## src/rtl/irq_halt_ctrl.sv

```systemverilog
// irq_halt_ctrl: I/O register front end (IE, IF ack, IME, POSTFLG, HALTCNT)
// and the RUN/HALT/STOP/WAKE sequencer that gates the CPU clock enable.
// Optional feature macro: STOP_MODE_EN -- when defined, HALTCNT bit 15 enters
// STOP (wakes only on serial/keypad/game pak); when undefined, every HALTCNT
// write enters HALT and stop_active is tied low.
// WAKE_DELAY must lie in 1..15 (it loads a 4-bit down-counter).
module irq_halt_ctrl #(
   parameter int unsigned WAKE_DELAY = 2
) (
   input  logic        clock,
   input  logic        reset,
   input  logic [11:0] io_addr,
   input  logic        io_we,
   input  logic        io_re,
   input  logic [1:0]  io_be,
   input  logic [15:0] io_wdata,
   output logic [15:0] io_rdata,
   input  logic [15:0] reg_IF,
   output logic [15:0] reg_IE,
   output logic        ime,
   output logic [15:0] reg_ACK,
   output logic        postflg,
   output logic        cpu_halt,
   output logic        stop_active
);

   // Halfword register offsets (byte offset >> 1)
   localparam logic [10:0] HW_IE   = 11'h100;  // 0x200
   localparam logic [10:0] HW_IF   = 11'h101;  // 0x202
   localparam logic [10:0] HW_IME  = 11'h104;  // 0x208
   localparam logic [10:0] HW_PWR  = 11'h180;  // 0x300 POSTFLG / 0x301 HALTCNT

   localparam logic [3:0]  WAKE_LOAD = 4'(WAKE_DELAY - 1);

   typedef enum logic [1:0] {
      RUN  = 2'd0,
      HALT = 2'd1,
      STOP = 2'd2,
      WAKE = 2'd3
   } state_t;

   state_t      state_q, state_d;
   logic [3:0]  cnt_q, cnt_d;
   logic [15:0] ie_q, ie_d;
   logic        ime_q, ime_d;
   logic        pf_q, pf_d;
   logic [15:0] ack_q, ack_d;
   logic [15:0] rdata_q, rdata_d;

   logic [10:0] hw_addr;
   logic [15:0] be_mask;
   logic        halt_wr;
   logic        unused_addr_lsb;

   // Accesses are halfword-decoded; byte selection comes from io_be only.
   assign hw_addr         = io_addr[11:1];
   assign unused_addr_lsb = io_addr[0];
   assign be_mask         = {{8{io_be[1]}}, {8{io_be[0]}}};
   assign halt_wr         = io_we && (hw_addr == HW_PWR) && io_be[1];

   // Register file next-state: writes win over reads; ack pulses default low.
   always_comb begin
      ie_d    = ie_q;
      ime_d   = ime_q;
      pf_d    = pf_q;
      ack_d   = '0;
      rdata_d = rdata_q;
      if (io_we) begin
         case (hw_addr)
            HW_IE:  ie_d  = (ie_q & ~be_mask) | (io_wdata & be_mask);
            HW_IF:  ack_d = io_wdata & be_mask;
            HW_IME: if (io_be[0]) ime_d = io_wdata[0];
            HW_PWR: if (io_be[0] && io_wdata[0]) pf_d = 1'b1;
            default: ;
         endcase
      end else if (io_re) begin
         case (hw_addr)
            HW_IE:   rdata_d = ie_q;
            HW_IF:   rdata_d = reg_IF;
            HW_IME:  rdata_d = {15'd0, ime_q};
            HW_PWR:  rdata_d = {15'd0, pf_q};
            default: rdata_d = '0;
         endcase
      end
   end

   // Register file state
   always_ff @(posedge clock or posedge reset) begin
      if (reset) begin
         ie_q    <= '0;
         ime_q   <= 1'b0;
         pf_q    <= 1'b0;
         ack_q   <= '0;
         rdata_q <= '0;
      end else begin
         ie_q    <= ie_d;
         ime_q   <= ime_d;
         pf_q    <= pf_d;
         ack_q   <= ack_d;
         rdata_q <= rdata_d;
      end
   end

   // Power sequencer next-state. HALT wakes on any enabled pending flag
   // (IME ignored); WAKE always runs to completion once entered.
   always_comb begin
      state_d = state_q;
      cnt_d   = cnt_q;
      case (state_q)
         RUN: begin
            if (halt_wr) begin
`ifdef STOP_MODE_EN
               state_d = io_wdata[15] ? STOP : HALT;
`else
               state_d = HALT;
`endif
            end
         end
         HALT: begin
            if (|(ie_q & reg_IF)) begin
               state_d = WAKE;
               cnt_d   = WAKE_LOAD;
            end
         end
`ifdef STOP_MODE_EN
         STOP: begin
            // Only serial, keypad and game pak can wake from STOP.
            if (|(ie_q & reg_IF & 16'h3080)) begin
               state_d = WAKE;
               cnt_d   = WAKE_LOAD;
            end
         end
`endif
         WAKE: begin
            if (cnt_q == 4'd0) state_d = RUN;
            else               cnt_d   = cnt_q - 4'd1;
         end
         default: begin
            state_d = RUN;
            cnt_d   = '0;
         end
      endcase
   end

   // Power sequencer state
   always_ff @(posedge clock or posedge reset) begin
      if (reset) begin
         state_q <= RUN;
         cnt_q   <= '0;
      end else begin
         state_q <= state_d;
         cnt_q   <= cnt_d;
      end
   end

   assign io_rdata = rdata_q;
   assign reg_IE   = ie_q;
   assign ime      = ime_q;
   assign reg_ACK  = ack_q;
   assign postflg  = pf_q;
   assign cpu_halt = (state_q != RUN);
`ifdef STOP_MODE_EN
   assign stop_active = (state_q == STOP);
`else
   assign stop_active = 1'b0;
`endif

endmodule

```

## config.mk

```make
export PLATFORM = sky130hd
export DESIGN_NAME = irq_halt_ctrl
export DESIGN_NICKNAME = d
export VERILOG_FILES = /design/src/rtl/irq_halt_ctrl.sv
export SDC_FILE = /design/constraint.sdc
export NUM_CORES = 1
export LEC_CHECK = 0
export CORE_UTILIZATION = 39
export DETAILED_ROUTE_END_ITERATION = 6
export GPL_ROUTABILITY_DRIVEN = 0
export PLACE_DENSITY = 0.74
export SLEW_MARGIN = 30
export SYNTH_ARGS = -nofsm -noshare
export SYNTH_HDL_FRONTEND = slang
export SYNTH_SLANG_ARGS = --single-unit
```

## constraint.sdc

```tcl
create_clock -name clock -period 1.5 [get_ports clock]
set_input_delay 0.15 -clock clock [delete_from_list [all_inputs] [get_ports clock]]
set_output_delay 0.15 -clock clock [all_outputs]
set_load 0.02 [all_outputs]
```

==> impl_metrics.py <==
metrics = {
    "floorplan": {
        "rows": 29,
        "dieArea_um2": 6859,
        "core_um2": 6314,
        "die_y_um": 82.82,
        "initial_core_util": 0.4035,
        "die_w_um": 82.82,
        "pin_count": 102,
    },
    "critical_path": {
        "crit_buf_inv": 1,
        "r2r_start": "cnt_q[0]$_DFFE_PP0P_",
        "crit_path_max_fanout": 5,
        "worstPathRequired_ns": 1.72,
        "crit_arrival_ns": 1.70,
        "crit_path_start_kind": "register",
        "r2r_cells": 5,
        "crit_path_max_incr_delay_ns": 0.53,
        "critPathTopFamily": "simple AND/OR/NAND/NOR gates",
        "r2r_slack_ns": 0.03,
        "worstSetupStartpoint": "cnt_q[0]$_DFFE_PP0P_",
        "slowest_stage": "or4_1",
        "crit_type": "reg -> reg",
        "crit_chain": "buf_4, or4_1, a211oi_2, a21oi_1, o21ai_0",
        "worst_setup_path_end_kind": "register",
        "r2r_end": "cnt_q[3]$_DFFE_PP0P_",
    },
    "worst_hold_path": {
        "hp-class": "in -> async",
    },
    "global_route": {
        "grtUsageTotal": 0.2091,
        "grt_pass1_wl_um": 11420,
        "grt_max_degree": 25,
        "grt_pass1_vias": 2259,
        "grt_overflow": 0,
        "antenna_found_initial": 0,
    },
    "timing": {
        "fmax_mhz": 678.6,
        "timing.setup.tns_ns": 0,
        "rsz0062_at_grt": "true",
        "hold_violations": 0,
        "finClkSkew_ns": 0.009449,
        "slew_viol_final": 0,
        "fin_ws_ns": 0.02645,
        "finalCriticalPeriod_ns": 1.474,
        "fin_crit_sh": 0.9824,
        "setup_viol": 0,
    },
    "synthesis": {
        "synth_top_area_frac": 0.5501,
        "syn_avg_cell_area_um2": 12.25,
        "async_flop_share": 1.000,
        "ys_seq_area_frac": 0.5501,
        "ys_warn_count": 0,
        "synthTopCellsByArea": "dfrtp_1 55%, a221o_1 5.9%, and2_1 4.9%",
        "syn_nets": 259,
        "netlist_instances": 208,
        "yosysUniqueCellTypes": 44,
        "ys_ff_latch": 56,
        "synth_edf_count": 0,
        "syn_area_um2": 2547,
        "yosysTopAreaCell": "dfrtp_1",
        "yosys_most_used_dff": "dfrtp_1",
    },
    "routing": {
        "wl_per_cell_um": 16.06,
        "drc_errors": 0,
        "first_iter_violations": 165,
        "wirelength_um": 6858,
        "dr.pass1.iters": 4,
        "viasPerCell": 5.185,
        "ant_nets": 0,
        "vias": 2214,
    },
    "pwr": {
        "total_power_uw": 2641,
        "ir_worst_vdd_uv": 572.8,
        "p_seq_frac": 0.575,
        "p_switching_uw": 610.6,
        "clockPowerShare": 0.304,
        "p_comb_frac": 0.122,
        "leakage_uw": 0.002020,
        "switching_share": 0.2312,
        "internal_power_uw": 2030,
        "power_density_nw_per_um2": 644.0,
    },
    "cts": {
        "clk_latency_ns": 0.31,
        "clk_pin_slew_worst_paths_ns": 0.10,
        "hold_buffers": 0,
        "cts_buffers": 5,
        "cts_buffer_depth": 2,
        "root_buffer": "clkbuf_8",
        "cts_tree": "done",
        "htreeDepth": 2,
        "cts.sinks": 56,
    },
    "finish": {
        "diodes": 0,
        "final_core_util": 0.6494,
        "area_growth_pct": 60.95,
        "layout-drive-gt1-share": 0.2571,
        "layout.nets": 401,
    },
    "flow_run": {
        "timing.max_cap.violations": 0,
    },
    "placed_design": {
        "port_buffers": 99,
        "post-place-ws_ns": -0.5912,
        "hpwl_um": 5229,
    },
    "run_status": {
        "status": "finished, final reports clean",
    },
}
-- cells in the final DEF (no fill, tap or decap), drive strengths merged, types with 7 or more instances in the layout --
| master | n |
|---|---|
| clkbuf | 7 |
| dlygate4sd2 | 20 |
| and2 | 31 |
| a221o | 16 |
| inv | 7 |
| clkdlybuf4s50 | 72 |
| a21oi | 7 |
| nor3 | 8 |
| nand2 | 9 |
| buf | 44 |
| dfrtp | 56 |
| mux2 | 17 |
-- routing by layer --
| metal | routed length, um | global-route usage | part of all wire | vias to the layer above |
|---|---|---|---|---|
| met2 | 3415 | 0.3510 | 0.50 | 72 |
| met5 | 0 | 0 | 0 | - |
| met1 | 2968 | 0.2755 | 0.43 | 1080 |
| met4 | 88 | 0.04702 | 0.013 | 0 |
| li1 | - | - | - | 1054 |
| met3 | 387 | 0.04970 | 0.056 | 8 |
-- power groups by stage --
stage,clock [uW],sequential (uW),combinational (uW)
final,802,1520,321
after global routing,875,1520,351
after CTS,826,1520,319
after detailed placement,0,1550,321
after global placement,0,1550,317
after floorplan,0,1550,86.0
-- worst register-to-register path: stages, from the launching register on --
cell and delay [ns]:
dfrtp_1 0.39, buf_4 0.15, or4_1 0.53, a211oi_2 0.18, a21oi_1 0.05, o21ai_0 0.08
-- logic make-up (layout without fill, tap and decap cells) --
family                     count (synthesis)  in the layout  synth area share
AOI/OAI and AO/OA                         43             43            0.1346
adders and majority gates                  2              2          0.008840
buffers and inverters                     15            157           0.02800
DFF                                       56             56            0.5501
muxes                                     17             17           0.08694
other                                      1              1          0.001472
and+or+nand+nor                           74             74            0.1901
-- per-stage QoR --
stage / hold slack (ns) / std cells / instance area [um2]
final: 0.1609 / 427 / 4100
after global routing: 0.1777 / 427 / 4100
after CTS: 0.1609 / 426 / 4040
after detailed placement: 0.4870 / 418 / 3954
after global placement: 0.4758 / 418 / 3954
after floorplan: 0.2305 / 208 / 2559
-- Yosys cell counts (2+ instances only) --
library cell   n
mux2_2         9
buf_4          2
o21ai_0        5
clkbuf_1       5
nor3_2         2
and2_1        20
dfrtp_1       56
nand2_1        9
nand3_1        3
nor3_1         6
a221o_1       15
nand2b_1       2
nor3b_1        2
a211oi_1       2
a21oi_1        7
inv_1          7
and2_0        11
a22oi_1        6
nor4b_1        3
mux2_4         8
and3_1         2
o31ai_1        2
nor2_1         3
-- worst max-delay path by stage --
stage	cells after the start	end	slack, ns
2_1_floorplan	5	register	-0.02
3_3_place_gp	6	register	-0.57
3_5_place_dp	6	register	-0.59
4_1_cts	1	reg_IE[2]	0.004
5_1_grt	4	cnt_q[0]$_DFFE_PP0P_	-0.06
6_report	5	cnt_q[3]$_DFFE_PP0P_	0.03
-- repair_timing --
item,4_1_cts,5_1_grt
setup buffers,1,1
gates cloned,0,0
endpoints found under the setup margin,62,36
resized for setup,28,17
pin swaps,6,5
hold endpoints to repair,0,0
-- area by class of cell --
| type | instances | area, um2 |
|---|---|---|
| Tap cell | 77 | 96.34 |
| Inverter | 7 | 30.03 |
| Fill cell | 513 | 2213 |
| Sequential cell | 56 | 1401 |
| Clock inverter | 1 | 8.758 |
| Clock buffer | 6 | 72.57 |
| Timing Repair Buffer | 143 | 1345 |
| Multi-Input combinational cell | 137 | 1146 |
No activity file was read; power rests on OpenSTA's default activity.
